`src/rtl/store_queue.sv`:
```
// Store queue: in-order allocation, out-of-order execute, in-order commit and
// drain to the D-cache, plus store-to-load forwarding for younger loads.
module store_queue #(
  parameter int SQ_DEPTH = 8
) (
  input  logic                        clock,
  input  logic                        reset,
  input  logic                        disp_en,
  output logic [$clog2(SQ_DEPTH)-1:0] disp_idx,
  output logic                        sq_full,
  input  logic                        exe_en,
  input  logic [$clog2(SQ_DEPTH)-1:0] exe_idx,
  input  logic [31:0]                 exe_addr,
  input  logic [31:0]                 exe_data,
  input  logic [1:0]                  exe_size,
  input  logic [31:0]                 ld_addr,
  input  logic [1:0]                  ld_size,
  input  logic [$clog2(SQ_DEPTH)-1:0] ld_tail,
  output logic                        ld_fwd_hit,
  output logic [31:0]                 ld_fwd_data,
  output logic                        ld_stall,
  input  logic [1:0]                  rt_cnt,
  input  logic                        squash,
  output logic                        mem_wr_en,
  output logic [31:0]                 mem_wr_addr,
  output logic [31:0]                 mem_wr_data,
  output logic [1:0]                  mem_wr_size,
  input  logic                        mem_wr_ack
);

  localparam int IDX_W = $clog2(SQ_DEPTH);
  localparam int PTR_W = IDX_W + 1;

  function automatic logic [3:0] byte_mask(input logic [1:0] size, input logic [1:0] off);
    logic [3:0] base;
    case (size)
      2'd0:    base = 4'b0001;
      2'd1:    base = 4'b0011;
      default: base = 4'b1111;
    endcase
    return base << off;
  endfunction

  function automatic logic [31:0] lane_mask(input logic [3:0] m);
    logic [31:0] r;
    for (int i = 0; i < 4; i++) r[8*i +: 8] = {8{m[i]}};
    return r;
  endfunction

  function automatic logic [31:0] lane_align(input logic [31:0] data, input logic [1:0] off);
    return data << {off, 3'b000};
  endfunction

  logic [PTR_W-1:0]    head_q, commit_q, tail_q;
  logic [PTR_W-1:0]    commit_nxt, occ;
  logic [SQ_DEPTH-1:0] addr_valid_q;
  logic [31:0]         addr_q [SQ_DEPTH];
  logic [31:0]         data_q [SQ_DEPTH];
  logic [1:0]          size_q [SQ_DEPTH];

  logic [IDX_W-1:0] head_idx, tail_idx, exe_off;
  logic             disp_ok, exe_ok, pop;

  assign head_idx   = head_q[IDX_W-1:0];
  assign tail_idx   = tail_q[IDX_W-1:0];
  assign occ        = tail_q - head_q;
  assign exe_off    = exe_idx - head_idx;
  assign commit_nxt = commit_q + PTR_W'(rt_cnt);

  assign sq_full  = (tail_idx == head_idx) && (tail_q[IDX_W] != head_q[IDX_W]);
  assign disp_idx = tail_idx;
  assign disp_ok  = disp_en && !sq_full && !squash;
  // Only entries currently between head and tail may be executed.
  assign exe_ok   = exe_en && !squash && ({1'b0, exe_off} < occ);

  assign mem_wr_en   = (head_q != commit_q) && addr_valid_q[head_idx];
  assign mem_wr_addr = addr_q[head_idx];
  assign mem_wr_data = data_q[head_idx];
  assign mem_wr_size = size_q[head_idx];
  assign pop         = mem_wr_en && mem_wr_ack;

  always_ff @(posedge clock or negedge reset) begin
    if (!reset) begin
      head_q       <= '0;
      commit_q     <= '0;
      tail_q       <= '0;
      addr_valid_q <= '0;
    end else begin
      if (pop) head_q <= head_q + PTR_W'(1);
      commit_q <= commit_nxt;
      // Squash rewinds tail to the post-retire commit point.
      if (squash)       tail_q <= commit_nxt;
      else if (disp_ok) tail_q <= tail_q + PTR_W'(1);
      if (disp_ok) addr_valid_q[tail_idx] <= 1'b0;
      if (exe_ok)  addr_valid_q[exe_idx]  <= 1'b1;
    end
  end

  always_ff @(posedge clock) begin
    if (exe_ok) begin
      addr_q[exe_idx] <= exe_addr;
      data_q[exe_idx] <= exe_data;
      size_q[exe_idx] <= exe_size;
    end
  end

  logic [3:0]       ld_mask, st_mask, sel_mask;
  logic [IDX_W-1:0] ld_cnt, ent;
  logic [31:0]      sel_data;
  logic             unknown, found;

  // Walk oldest to youngest so the last overlapping entry wins.
  always_comb begin
    ld_mask     = byte_mask(ld_size, ld_addr[1:0]);
    ld_cnt      = ld_tail - head_idx;
    st_mask     = '0;
    ent         = '0;
    sel_mask    = '0;
    sel_data    = '0;
    unknown     = 1'b0;
    found       = 1'b0;
    ld_fwd_hit  = 1'b0;
    ld_stall    = 1'b0;
    ld_fwd_data = '0;
    for (int k = 0; k < SQ_DEPTH; k++) begin
      ent = head_idx + IDX_W'(k);
      if (IDX_W'(k) < ld_cnt) begin
        if (!addr_valid_q[ent]) unknown = 1'b1;
        st_mask = byte_mask(size_q[ent], addr_q[ent][1:0]);
        if ((addr_q[ent][31:2] == ld_addr[31:2]) && ((st_mask & ld_mask) != 4'b0000)) begin
          found    = 1'b1;
          sel_mask = st_mask;
          sel_data = lane_align(data_q[ent], addr_q[ent][1:0]) & lane_mask(st_mask);
        end
      end
    end
    if (unknown) begin
      ld_stall = 1'b1;
    end else if (found) begin
      if ((sel_mask & ld_mask) == ld_mask) begin
        ld_fwd_hit  = 1'b1;
        ld_fwd_data = sel_data;
      end else begin
        ld_stall = 1'b1;
      end
    end
  end

endmodule
```
`config.mk`:
```
export PLATFORM = sky130hd
export DESIGN_NAME = store_queue
export DESIGN_NICKNAME = d
export VERILOG_FILES = /design/src/rtl/store_queue.sv
export SDC_FILE = /design/constraint.sdc
export NUM_CORES = 2
export LEC_CHECK = 0
export ABC_AREA = 1
export ABC_CLOCK_PERIOD_IN_PS = 18030
export CORE_ASPECT_RATIO = 1.4
export CORE_UTILIZATION = 45
export DETAILED_ROUTE_END_ITERATION = 8
export MAX_ROUTING_LAYER = met4
export PLACE_DENSITY = 0.7
export SYNTH_ARGS = -nofsm -noshare
export SYNTH_HDL_FRONTEND = slang
export SYNTH_SLANG_ARGS = --single-unit
```
`constraint.sdc`:
```
create_clock -name clock -period 18.03 [get_ports clock]
set_clock_uncertainty 0.1 [all_clocks]
set_input_delay 1.803 -clock clock [delete_from_list [all_inputs] [get_ports clock]]
set_output_delay 1.803 -clock clock [all_outputs]
set_load 0.1 [all_outputs]
```
==> flow_summary.json <==
{
  "status": "finished with violations",
  "violations": "capacitance limit, slew limit",
  "worst_path_max_delay_cell": "clkdlybuf4s50_1",
  "drt-pass1-iter-count": 8,
  "cp-end-kind": "primary output",
  "yosysUniqueCellTypes": 61,
  "numCtsBuffers": 57,
  "final_cells": 7727,
  "finalWeightedCongestion": 1.11,
  "cts-root-buf": "clkbuf_16",
  "synth_warnings": 0,
  "die_height_um": 373,
  "yosys.area.top_type_share_pct": 35.8,
  "nets": 6501,
  "cpMostUsedCell": "nand2_1",
  "dp.cells": 7612,
  "drv_cap": 1,
  "drt_wl_total_um": 225000,
  "grt_pass1_wl_um": 311000,
  "path_class": "register to primary output",
  "slowest_delay_ns": 1.00,
  "io_pins": 219,
  "antenna_found_initial": 7,
  "critical_path_arrival_ns": 9.67,
  "fin_ws_ns": 6.45,
  "multi_input_area_mm2": 0.0244,
  "place_ws_ns": 7.31,
  "rsz0062_at_grt": "no",
  "hold_violations": 0,
  "drv_slew": 1,
  "synthTopCellsByArea": "edfxtp_1 (36%), nand2_1 (18%), nand3_1 (13%)",
  "path_max_fanout": 158,
  "syn_inst": 6410,
  "synth_area_leader_cell": "edfxtp_1",
  "drive_gt1_share_pct": 5.14,
  "post-route-period-util_pct": 64.2,
  "async_reset_ff_share_pct": 3.65,
  "cts.clk_slew.worst_paths_ns": 0.06,
  "grt_max_degree": 159,
  "layout_min_cycle_time_ns": 11.58,
  "critPathRequiredTime_ns": 16.13,
  "fmaxAchievable_ghz": 0.0864,
  "post-cts-setup-buffers": 0,
  "yosys_most_used_dff": "edfxtp_1",
  "fill_cells": 9608,
  "cts_tree": "built",
  "fin_util_pct": 50.4,
  "dp_hpwl_um": 168000,
  "die_area_mm2": 0.0996,
  "ff_latch_area_mm2": 0.0164,
  "fin_setup_tns_ns": 0,
  "h-tree-depth": 2,
  "grt_pass1_vias": 44300,
  "yosysSeqAreaShare_pct": 37.0,
  "postRouteAntennaNets": 0,
  "slew_headroom_pct": -1.35,
  "clock_sinks": 548,
  "cts_buffer_depth": 3,
  "syn_avg_cell_area_um2": 6.90,
  "port_buffers": 218,
  "start_util_pct": 45.5,
  "vias_per_cell": 6.15,
  "holdBufCountCts": 0,
  "wl_per_cell_um": 29.1,
  "worstSkewPairLatency_ns": 0.68,
  "synth.cell_area_mm2": 0.0442,
  "vias": 47500,
  "synth_fp_nets": 6541,
  "grt_usage_pct": 45.5,
  "worstMarginPinSlew_ns": 1.48,
  "synth_edf_count": 528,
  "rows": 135,
  "syn_to_final_growth_pct": 10.7,
  "hold_class": "register to register",
  "ctsResizeCount": 0,
  "ys_ff_latch": 548,
  "drc_errors": 0,
  "grt_remaining_overflow": 0,
  "fp.coreArea_mm2": 0.0971,
  "drt_iter0_drc": 5440,
  "cp-start-kind": "register",
  "final-setup-viol-count": 0,
  "die_width_um": 267
}
## path summary, 6_finish.rpt
path / startpoint / endpoint / slack [ns] / cells past startpoint
worst max register to register: head_q[0] / data_q[3][27] / 11.75 / 13
worst min-delay path: commit_q[3] / commit_q[3] / 0.40 / 1
max in group asynchronous: reset / head_q[0] / 15.53 / 1
min in group asynchronous: reset / tail_q[2] / 1.57 / 1
worst min register to register: commit_q[3] / commit_q[3] / 0.40 / 1
worst max-delay path: head_q[0] / ld_fwd_data[31] / 6.45 / 29
## area by class of cell
class / instances / area share, %
Inverter: 395 / 3.10
Multi-Input combinational cell: 5038 / 49.8
Tap cell: 1301 / 3.32
Timing Repair Buffer: 330 / 6.28
Antenna cell: 7 / 0.0358
Clock inverter: 47 / 1.07
Clock buffer: 61 / 2.94
Sequential cell: 548 / 33.4
## routing by layer
| metal | part of all wire [%] | wire [um] | track usage (%) | vias to the layer above |
|---|---|---|---|---|
| met5 | 0 | 0 | - | - |
| met4 | 14 | 31400 | 50.9 | 0 |
| met3 | 6.9 | 15500 | 6.80 | 932 |
| met2 | 48 | 107000 | 74.8 | 2635 |
| met1 | 31 | 70500 | 42.9 | 22100 |
| li1 | - | - | - | 21800 |
## logic make-up (layout without fill, tap and decap cells)
family | count (synthesis) | in the layout | synth area share, %
simple gates | 3679 | 3679 | 35.7
compound gates | 1109 | 1109 | 13.6
buf+inv | 824 | 833 | 8.10
flops | 548 | 548 | 37.0
mux | 133 | 133 | 3.01
xor+xnor | 100 | 100 | 2.04
fa+ha+maj | 17 | 17 | 0.549
other cells | 0 | 7 | 0
## state kept, by name, indices dropped and copies added (netlist names)
name          count
addr_q          256
addr_valid_q      8
commit_q          4
data_q          256
head_q            4
size_q           16
tail_q            4
## layout by cell type (no fill, tap or decap), drive strengths merged, types with 13 or more instances in the layout
cell           Yosys  final
nand2           2116   2116
nand3           1163   1163
o21ai            779    779
edfxtp           528    528
inv              385    391
nor2             248    248
clkdlybuf4s50      0    218
a21oi            151    151
mux2i            133    133
buf              284    112
xor2              89     89
clkbuf           145     61
nand4             60     60
o211ai            53     53
clkinv            10     37
nor3              36     36
or2               34     34
o22ai             27     27
dfrtp             20     20
a31oi             19     19
o21a              14     14
and2              13     13
ha                13     13
## metrics by stage
stage,hold slack [ns],area (um^2)
global placement,0.393,47000
detailed placement,0.403,47000
CTS,0.411,48900
global route,0.439,49000
floorplan,0.369,44200
finish,0.404,49000
## synthesized netlist by cell type (all sizes together), types with 4 or more instances
master,n
a211oi,11
a21oi,151
a221oi,10
a22o,9
a31oi,19
a32o,9
a32oi,5
and2,13
buf,284
clkbuf,145
clkinv,10
dfrtp,20
edfxtp,528
fa,4
ha,13
inv,385
mux2i,133
nand2,2116
nand3,1163
nand4,60
nor2,248
nor3,36
o211ai,53
o21a,14
o21ai,779
o221ai,7
o22ai,27
or2,34
xnor2,11
xor2,89
## critical path: cells and delay by family, from the launching register on
| family | cells | cell delay (ns) |
|---|---|---|
| DFF | 1 | 0.86 |
| and+or+nand+nor | 22 | 3.90 |
| buffers and inverters | 6 | 3.43 |
| adders and majority gates | 1 | 0.53 |
Power is not shown: default switching activity piles up to over one toggle a cycle in this logic, so the estimate is an artifact.
==> variant, RTL diff (config.mk and constraints unchanged) <==
Change the parameter `SQ_DEPTH` from 8 to 4.
--- a/src/rtl/store_queue.sv
+++ b/src/rtl/store_queue.sv
@@ -1,7 +1,7 @@
 // Store queue: in-order allocation, out-of-order execute, in-order commit and
 // drain to the D-cache, plus store-to-load forwarding for younger loads.
 module store_queue #(
-  parameter int SQ_DEPTH = 8
+  parameter int SQ_DEPTH = 4
 ) (
   input  logic                        clock,
   input  logic                        reset,
Ports: changed (resized disp_idx, exe_idx and ld_tail); port bits go from 219 to 216. The function was not compared with the original's and may differ.
==> variant against the unedited design <==
  * Cell count shrank 59%
  * Count of clock-buffer cells in the layout shrank 28
  * Non-clock buffer count shrank 95
  * Routed wire length shrank 70%
  * Synthesized area shrank 59%
  * Sequential cell count shrank 271
  * Final area shrank 56%
  * Setup slack gained 1.6 ns
  * Largest cell class unchanged
Power is left out: the tool's default activity adds up to more than one toggle a clock period on the data nets, which glitch-free logic cannot reach.
==> variant: results (changes against the unedited design) <==
status completed; Avg WL per Cell 21.0 um (-28%); Signal buf overhead 10.7% (+4.5 points); Non-Clock Inverter Count 237 (-40%); Horiz. Die Dim 172 um (-35%); asr flop ratio synth 4.69% (+1.0 points); # clk buffers 33 (-46%); multi-input combinational area share 39.3% (-10 points); seq_cells 277 (-49%); placed insts 3106 (-59%); post-synthesis xor/xnor area fraction 1.00% (-1.0 points); diodes inserted 1 (-6); Clock Latency Late Sink 0.56 ns (-0.12 ns); Post-Route M1 WL 24100 um (-66%); vias 17902 (-62%); worst reg2reg path depth 9 (-4); Slew @ Worst Pin 1.25 ns (-0.232 ns); Hold Path Sink commit_q[2]; Pre-Repair DR Iteration Count 6 (-2); post-synthesis cell type count 50 (-18%); CP delay by family, top buffers and inverters; fin nets 2728 (-58%); Routability Congestion 1.00 (-9.9%); placed instance area 20600 um^2 (-56%); Place WS 8.75 ns (+1.44 ns); M2 GR Usage 57.9% (-17 points); vias in the first global route 16950 (-62%); met3 Use GR 3.26% (-3.5 points); Synth Area in Compound Gates 13.8% (+0.22 points); Top Registers addr_q (128), data_q (128), size_q (8); CP endpoint ld_fwd_data[4]; hold wc startpoint commit_q[2]; Post-synth EDFFs 264 (-50%); Post-DP HPWL 48200 um (-71%); worst hold margin 0.409 ns (+0.00556 ns); design area 21600 um^2 (-56%); R2R setup slack 12.31 ns (+0.56 ns); Syn Nets 2604 (-60%); number of DRC violations after detailed-routing iteration 0 1810 (-67%); share of post-route cells with drive strength above 1 3.81% (-1.3 points); met1 Track Usage GR 35.9% (-7.0 points); post-synthesis adder-cell area fraction 0.971% (+0.42 points); Critical Path AT 8.11 ns (-1.56 ns); multi-input gate count 1823 (-64%); initial antenna violation count 1 (-6); mux contribution to synthesized area 0.273% (-2.7 points); Post-synth top cells nand2_1 (904), nand3_1 (270), edfxtp_1 (264); Port Buf Inserts 215 (-1.4%); Worst R2R Start head_q[1]; post-route minimum period 10.01 ns (-1.56 ns); H-Tree Depth 1 (-1); cell count after synthesis 2479 (-61%); Clock-cell share 4.35% (+0.34 points)
==> variant: cell count changes in the layout (fill, tap and decap cells not counted), sizes merged, moves of 63 or more <==
cell    delta
inv      -156
o21ai    -513
nand3    -886
edfxtp   -264
a21oi     -63
buf       -92
mux2i    -128
nor2     -138
xor2      -73
nand2   -1210
==> variant: cells by family (layout without fill, tap and decap cells) <==
logic type | Yosys count | after routing
simple gates | 1329 | 1329
other cells | 0 | 1
mux | 5 | 5
compound gates | 455 | 455
fa+ha+maj | 13 | 13
xor+xnor | 21 | 21
buf+inv | 379 | 523
flops | 277 | 277
==> variant: worst reg2reg max path: cells and delay by family (launching register included) <==
kind                     cells  cell delay [ns]
AND/OR/NAND/NOR              2             1.19
buffers and inverters        4             2.36
adder cells (fa/ha/maj)      2             0.82
flip-flops                   1             0.68
AO/OA/AOI/OAI                1             0.09
